File: config.mk
export PLATFORM = sky130hd
export DESIGN_NAME = uart_tx_cfg
export DESIGN_NICKNAME = d
export VERILOG_FILES = /design/src/rtl/uart_tx_cfg.sv
export SDC_FILE = /design/constraint.sdc
export NUM_CORES = 1
export LEC_CHECK = 0
export ABC_CLOCK_PERIOD_IN_PS = 10800
export BUFFER_PORTS_ARGS = -buffer_cell sky130_fd_sc_hd__buf_2
export CAP_MARGIN = 10
export CELL_PAD_IN_SITES_DETAIL_PLACEMENT = 0
export CELL_PAD_IN_SITES_GLOBAL_PLACEMENT = 1
export CORE_AREA = 2 2 93 95
export CTS_BUF_LIST = sky130_fd_sc_hd__clkbuf_4 sky130_fd_sc_hd__clkbuf_8
export CTS_CLUSTER_DIAMETER = 150
export CTS_CLUSTER_SIZE = 8
export DETAILED_ROUTE_END_ITERATION = 12
export DIE_AREA = 0 0 95 97
export PLACE_DENSITY = 0.87
export SYNTH_ARGS = -nofsm -noshare
export SYNTH_HDL_FRONTEND = slang
export SYNTH_SLANG_ARGS = --single-unit
File: constraint.sdc
create_clock -name clk -period 10.8 [get_ports clk]
set_input_delay 0 -clock clk [delete_from_list [all_inputs] [get_ports clk]]
set_output_delay 0 -clock clk [all_outputs]
set_load 0.03 [all_outputs]
File: src/rtl/uart_tx_cfg.sv
// uart_tx_cfg: UART transmitter with elaboration-time frame format, per-frame
// runtime divisor, valid/ready input, line-break generator and frame-done pulse.
module uart_tx_cfg #(
   parameter int DATA_BITS = 8,
   parameter int PARITY    = 0,
   parameter int STOP_BITS = 1,
   parameter int DIV_WIDTH = 16,
   parameter int CLK_FREQ  = 50000000,
   parameter int BAUD_RATE = 9600
) (
   input  logic                 clk,
   input  logic                 rst,
   input  logic [DIV_WIDTH-1:0] baud_div,
   input  logic                 s_valid,
   input  logic [DATA_BITS-1:0] s_data,
   output logic                 s_ready,
   input  logic                 tx_break,
   output logic                 tx,
   output logic                 tx_busy,
   output logic                 tx_done
);
   if (DATA_BITS < 5 || DATA_BITS > 9 || PARITY < 0 || PARITY > 2 || STOP_BITS < 1 ||
       STOP_BITS > 2 || DIV_WIDTH < 2 || CLK_FREQ / BAUD_RATE < 2) begin : g_bad_cfg
      $error("uart_tx_cfg: illegal configuration");
   end
   typedef enum logic [2:0] {IDLE, START, DATA, PAR, STOP, BRK} state_t;
   state_t               state_q, state_d;
   logic [DIV_WIDTH-1:0] cnt_q, cnt_d, div_q, div_d;
   logic [3:0]           bit_q, bit_d;
   logic [DATA_BITS-1:0] sh_q, sh_d;
   logic                 par_q, par_d, tx_q, tx_d, busy_q, busy_d, done_q, done_d;
   logic                 last;
   assign s_ready = state_q == IDLE && !tx_break && !rst;
   assign last    = cnt_q == div_q - DIV_WIDTH'(1);
   assign tx      = tx_q;
   assign tx_busy = busy_q;
   assign tx_done = done_q;
   always_ff @(posedge clk) begin
      if (rst) begin
         state_q <= IDLE;
         cnt_q   <= '0;
         bit_q   <= '0;
         div_q   <= '0;
         sh_q    <= '0;
         par_q   <= 1'b0;
         tx_q    <= 1'b1;
         busy_q  <= 1'b0;
         done_q  <= 1'b0;
      end else begin
         state_q <= state_d;
         cnt_q   <= cnt_d;
         bit_q   <= bit_d;
         div_q   <= div_d;
         sh_q    <= sh_d;
         par_q   <= par_d;
         tx_q    <= tx_d;
         busy_q  <= busy_d;
         done_q  <= done_d;
      end
   end
   // bit_q indexes data bits in DATA and counts stop bits in STOP
   always_comb begin
      state_d = state_q;
      cnt_d   = cnt_q + DIV_WIDTH'(1);
      bit_d   = bit_q;
      div_d   = div_q;
      sh_d    = sh_q;
      par_d   = par_q;
      case (state_q)
         IDLE: begin
            cnt_d = '0;
            bit_d = '0;
            if (tx_break) state_d = BRK;
            else if (s_valid && s_ready) begin
               state_d = START;
               sh_d    = s_data;
               div_d   = baud_div < DIV_WIDTH'(2) ? DIV_WIDTH'(2) : baud_div;
               par_d   = (^s_data) ^ (PARITY == 2);
            end
         end
         START: if (last) begin
            state_d = DATA;
            cnt_d   = '0;
            bit_d   = '0;
         end
         DATA: if (last) begin
            cnt_d = '0;
            sh_d  = sh_q >> 1;
            bit_d = bit_q == 4'(DATA_BITS - 1) ? 4'd0 : bit_q + 4'd1;
            if (bit_q == 4'(DATA_BITS - 1)) state_d = PARITY != 0 ? PAR : STOP;
         end
         PAR: if (last) begin
            state_d = STOP;
            cnt_d   = '0;
            bit_d   = '0;
         end
         STOP: if (last) begin
            cnt_d = '0;
            bit_d = bit_q + 4'd1;
            if (bit_q == 4'(STOP_BITS - 1)) state_d = IDLE;
         end
         BRK: begin
            cnt_d = '0;
            if (!tx_break) state_d = IDLE;
         end
         default: state_d = IDLE;
      endcase
   end
   // outputs are registered from the next state so tx falls right after accept
   always_comb begin
      tx_d   = state_d == START || state_d == BRK ? 1'b0 :
               state_d == DATA ? sh_d[0] : state_d == PAR ? par_d : 1'b1;
      busy_d = state_d != IDLE;
      done_d = state_d == STOP && bit_d == 4'(STOP_BITS - 1) && cnt_d == div_d - DIV_WIDTH'(1);
   end
endmodule

==> flow_metrics.tcl <==
set metrics [dict create \
    hold_path_end "sh_q[2]$_SDFFE_PP0P_" \
    clk-insertion-delay-late_ps 320 \
    netlist_instances 508 \
    clk_pin_slew_ps 100 \
    synth.distinct_cells 76 \
    drive_above_1_share_pct 12.9 \
    synth_nets 542 \
    max_slew_margin_pct 52.2 \
    p_int_mw 0.354 \
    period_minus_slack_ps 4850 \
    tns_ps 0 \
    vdd_ir_drop_max_uv 67.7 \
    ys_ff_latch 51 \
    finalSetupViolCount 0 \
    fill_cells 790 \
    grt_max_degree 37 \
    num_io_pins 32 \
    nets 561 \
    drt-initial-drc-count 294 \
    r2r-start "state_q[1]$_SDFF_PP0_" \
    die_area_um2 9220 \
    routed_wl_mm 10.8 \
    synthFlopType "dfxtp_1" \
    synth_edf_count 0 \
    r2r_end "tx_done$_SDFF_PP0_" \
    cts_tree "done" \
    htreeDepth 2 \
    crit_arrival_ps 5060 \
    pwr-share-comb_pct 28.8 \
    place.detailed.hpwl_mm 8.23 \
    min-delay-start "s_data[2]" \
    grt_pass1_wl_mm 18.2 \
    finalWeightedCongestion 0.877 \
    period_share_pct 44.9 \
    avgSynthCellArea_um2 7.84 \
    antenna_found_initial 0 \
    hold_viol_final 0 \
    cts.sinks 51 \
    hold_class "input pin to register" \
    timing.fmax_mhz 206 \
    seqPwrFrac_pct 39.2 \
    tightest_slew_ps 717 \
    wl_per_cell_um 17.0 \
    dp.cells 614 \
    synth_area_leader_cell "dfxtp_1" \
    critical_path_required_ps 11010 \
    syn2layout_area_growth_pct 9.07 \
    holdPathStages 3 \
    drt-pass1-iter-count 4 \
    root_buffer "clkbuf_8" \
    path_max_fanout 30 \
    end_kind "register" \
    leakagePower_nw 1.64 \
    cap_violations 0 \
    diodes 0 \
    synth_area_leaders "dfxtp_1, xnor2_1, nor2_1" \
    rr_worst_depth 15 \
    routed_via_density 5.91 \
    grt_remaining_overflow 0 \
    core-area_um2 8130 \
    pre_cts_ws_ps 6060 \
    skew_ps 8.68 \
    drc 0 \
    rsz0062_at_grt "false" \
    port_buffers 31 \
    ant_nets 0 \
    cts_inserted_buffers 5 \
    grt_pass1_vias 3630 \
    final_util_pct 53.4 \
    clockPowerShare_pct 31.9 \
    swShare_pct 31.2 \
    vias 3739 \
    stdcell_count 633 \
    p_per_area_nw_per_um2 118 \
    grtUsageTotal_pct 24.6 \
    report.final.slew_viol_count 0 \
    layout_setup_ws_ps 5950 \
    initial_core_util_pct 49.0 \
    die-height_um 97 \
    cts_resized 0 \
    p_sw_mw 0.161 \
    synth_area_um2 3990 \
    synth_top_area_share_pct 25.6 \
    async_flop_share_pct 0 \
    holdWs_ps 4.98 \
    status "finished clean" \
    cts_max_path_buffers 2 \
    worstSetupPathType "register to register" \
    yosysSeqAreaShare_pct 25.6 \
    yosysWarningCount 0 \
    rows 33 \
    cp-start-kind "register" \
    dieWidth_um 95 \
    reg2reg_setup_slack_ps 5950 \
]
-- sequential cells by signal, summed over array words and instances (netlist names) --
signal,count
tx_done,1
par_q,1
tx,1
tx_busy,1
state_q,3
sh_q,8
cnt_q,16
bit_q,4
div_q,16
-- kinds of logic after synthesis --
logic type	count (synthesis)	share of synthesized area (%)
multiplexers	16	4.08
AND/OR/NAND/NOR	215	29.1
AO/OA/AOI/OAI	108	18.2
XOR/XNOR	69	15.2
flip-flops	51	25.6
adder cells (fa/ha/maj)	7	2.17
buffers and inverters	42	5.62
-- routing by layer --
metal | wire length [µm] | track usage, % | vias up | share of wire (%)
met3 | 443 | 4.28 | 21 | 4.1
met4 | 268 | 8.25 | 0 | 2.5
met2 | 5070 | 39.6 | 91 | 47
met1 | 5010 | 33.1 | 1776 | 46
met5 | 0 | 0 | - | 0
li1 | - | - | 1851 | -
-- per-stage QoR --
stage	total power, mW	cell area [µm²]
after floorplan	0.318	3990
after global placement	0.347	4100
after detailed placement	0.350	4100
after CTS	0.516	4350
after global routing	0.542	4350
final	0.515	4350
-- placed cells by master, fill, tap and decap left out, types with 7 or more instances in the layout --
master and n:
dlygate4sd3_1 11, nand4_1 8, nand3_1 17, nand2_1 44, dfxtp_1 51, buf_2 31, inv_1 10, xnor2_1 42
mux2i_1 14, a22oi_1 10, or2_2 7, nor4_1 8, a21oi_1 33, xor2_1 27, nand2b_1 7, nor2_1 64
o21ai_0 19
-- synthesized netlist by cell type (3+ instances only) --
cell type   n
a2111oi_0   4
a211oi_1    4
a21o_1      4
a21oi_1    33
a22oi_1    10
and2_1      4
and3_1      6
buf_1       3
buf_4       3
buf_6       6
clkbuf_1   15
dfxtp_1    51
ha_1        6
inv_1      10
mux2i_1    14
nand2_1    44
nand2b_1    7
nand3_1    17
nand3b_1    3
nand4_1     8
nor2_1     64
nor2b_1     3
nor3_1      6
nor3b_1     4
nor4_1      8
o21ai_0    19
o22ai_1     3
o41ai_1     3
or2_2       7
or3_1       5
or4_1       4
or4b_2      3
xnor2_1    42
xor2_1     27
-- cell type report --
cell class	instances	area, µm²	share of cell area, %
multi-input combinational	415	2740	63.0
sequential	51	1020	23.5
timing repair buffer	44	280	6.45
tap	105	131	3.02
clock buffer	6	76.3	1.76
clock inverter	2	60.1	1.38
inverter	10	37.5	0.864
-- power groups by stage --
stage          logic [mW]  registers [mW]  clock network (mW)
3_3_place_gp        0.141           0.206                   0
4_1_cts             0.147           0.202               0.167
3_5_place_dp        0.144           0.206                   0
2_1_floorplan       0.115           0.203                   0
6_report            0.148           0.202               0.164
5_1_grt             0.165           0.203               0.174
-- timing repair --
| action | 4_1_cts | 5_1_grt |
|---|---|---|
| endpoints found under the hold margin | 11 | 0 |
| hold buffers | 11 | 0 |
| setup endpoints to repair | 0 | 0 |
| setup buffers | 0 | 0 |
-- worst max-delay path, cell delays in order (launching register included) --
cell and delay (ps):
dfxtp_1 460, nor4b_2 430, nand2_1 100, buf_4 250
or3_1 370, o21ai_0 120, ha_1 290, or4b_2 670
nor2b_1 220, mux2i_1 200, nor4_1 290, xnor2_1 110
mux2i_1 280, xor2_1 180, or4bb_1 430, a2111oi_2 330
-- how the worst max path moves through the flow --
| stage | startpoint | to | slack, ps | cells after the start |
|---|---|---|---|---|
| 3_3_place_gp | state_q[1]$_SDFF_PP0_ | tx_done$_SDFF_PP0_ | 6310 | 15 |
| 5_1_grt | baud_div[12] | tx_done$_SDFF_PP0_ | 5580 | 17 |
| 6_report | state_q[1]$_SDFF_PP0_ | tx_done$_SDFF_PP0_ | 5950 | 15 |
| 2_1_floorplan | state_q[1]$_SDFF_PP0_ | tx_done$_SDFF_PP0_ | 6380 | 16 |
| 4_1_cts | state_q[1]$_SDFF_PP0_ | tx_done$_SDFF_PP0_ | 5970 | 16 |
| 3_5_place_dp | state_q[1]$_SDFF_PP0_ | tx_done$_SDFF_PP0_ | 6060 | 16 |
Note: power is estimated with default switching activity, not from simulation.
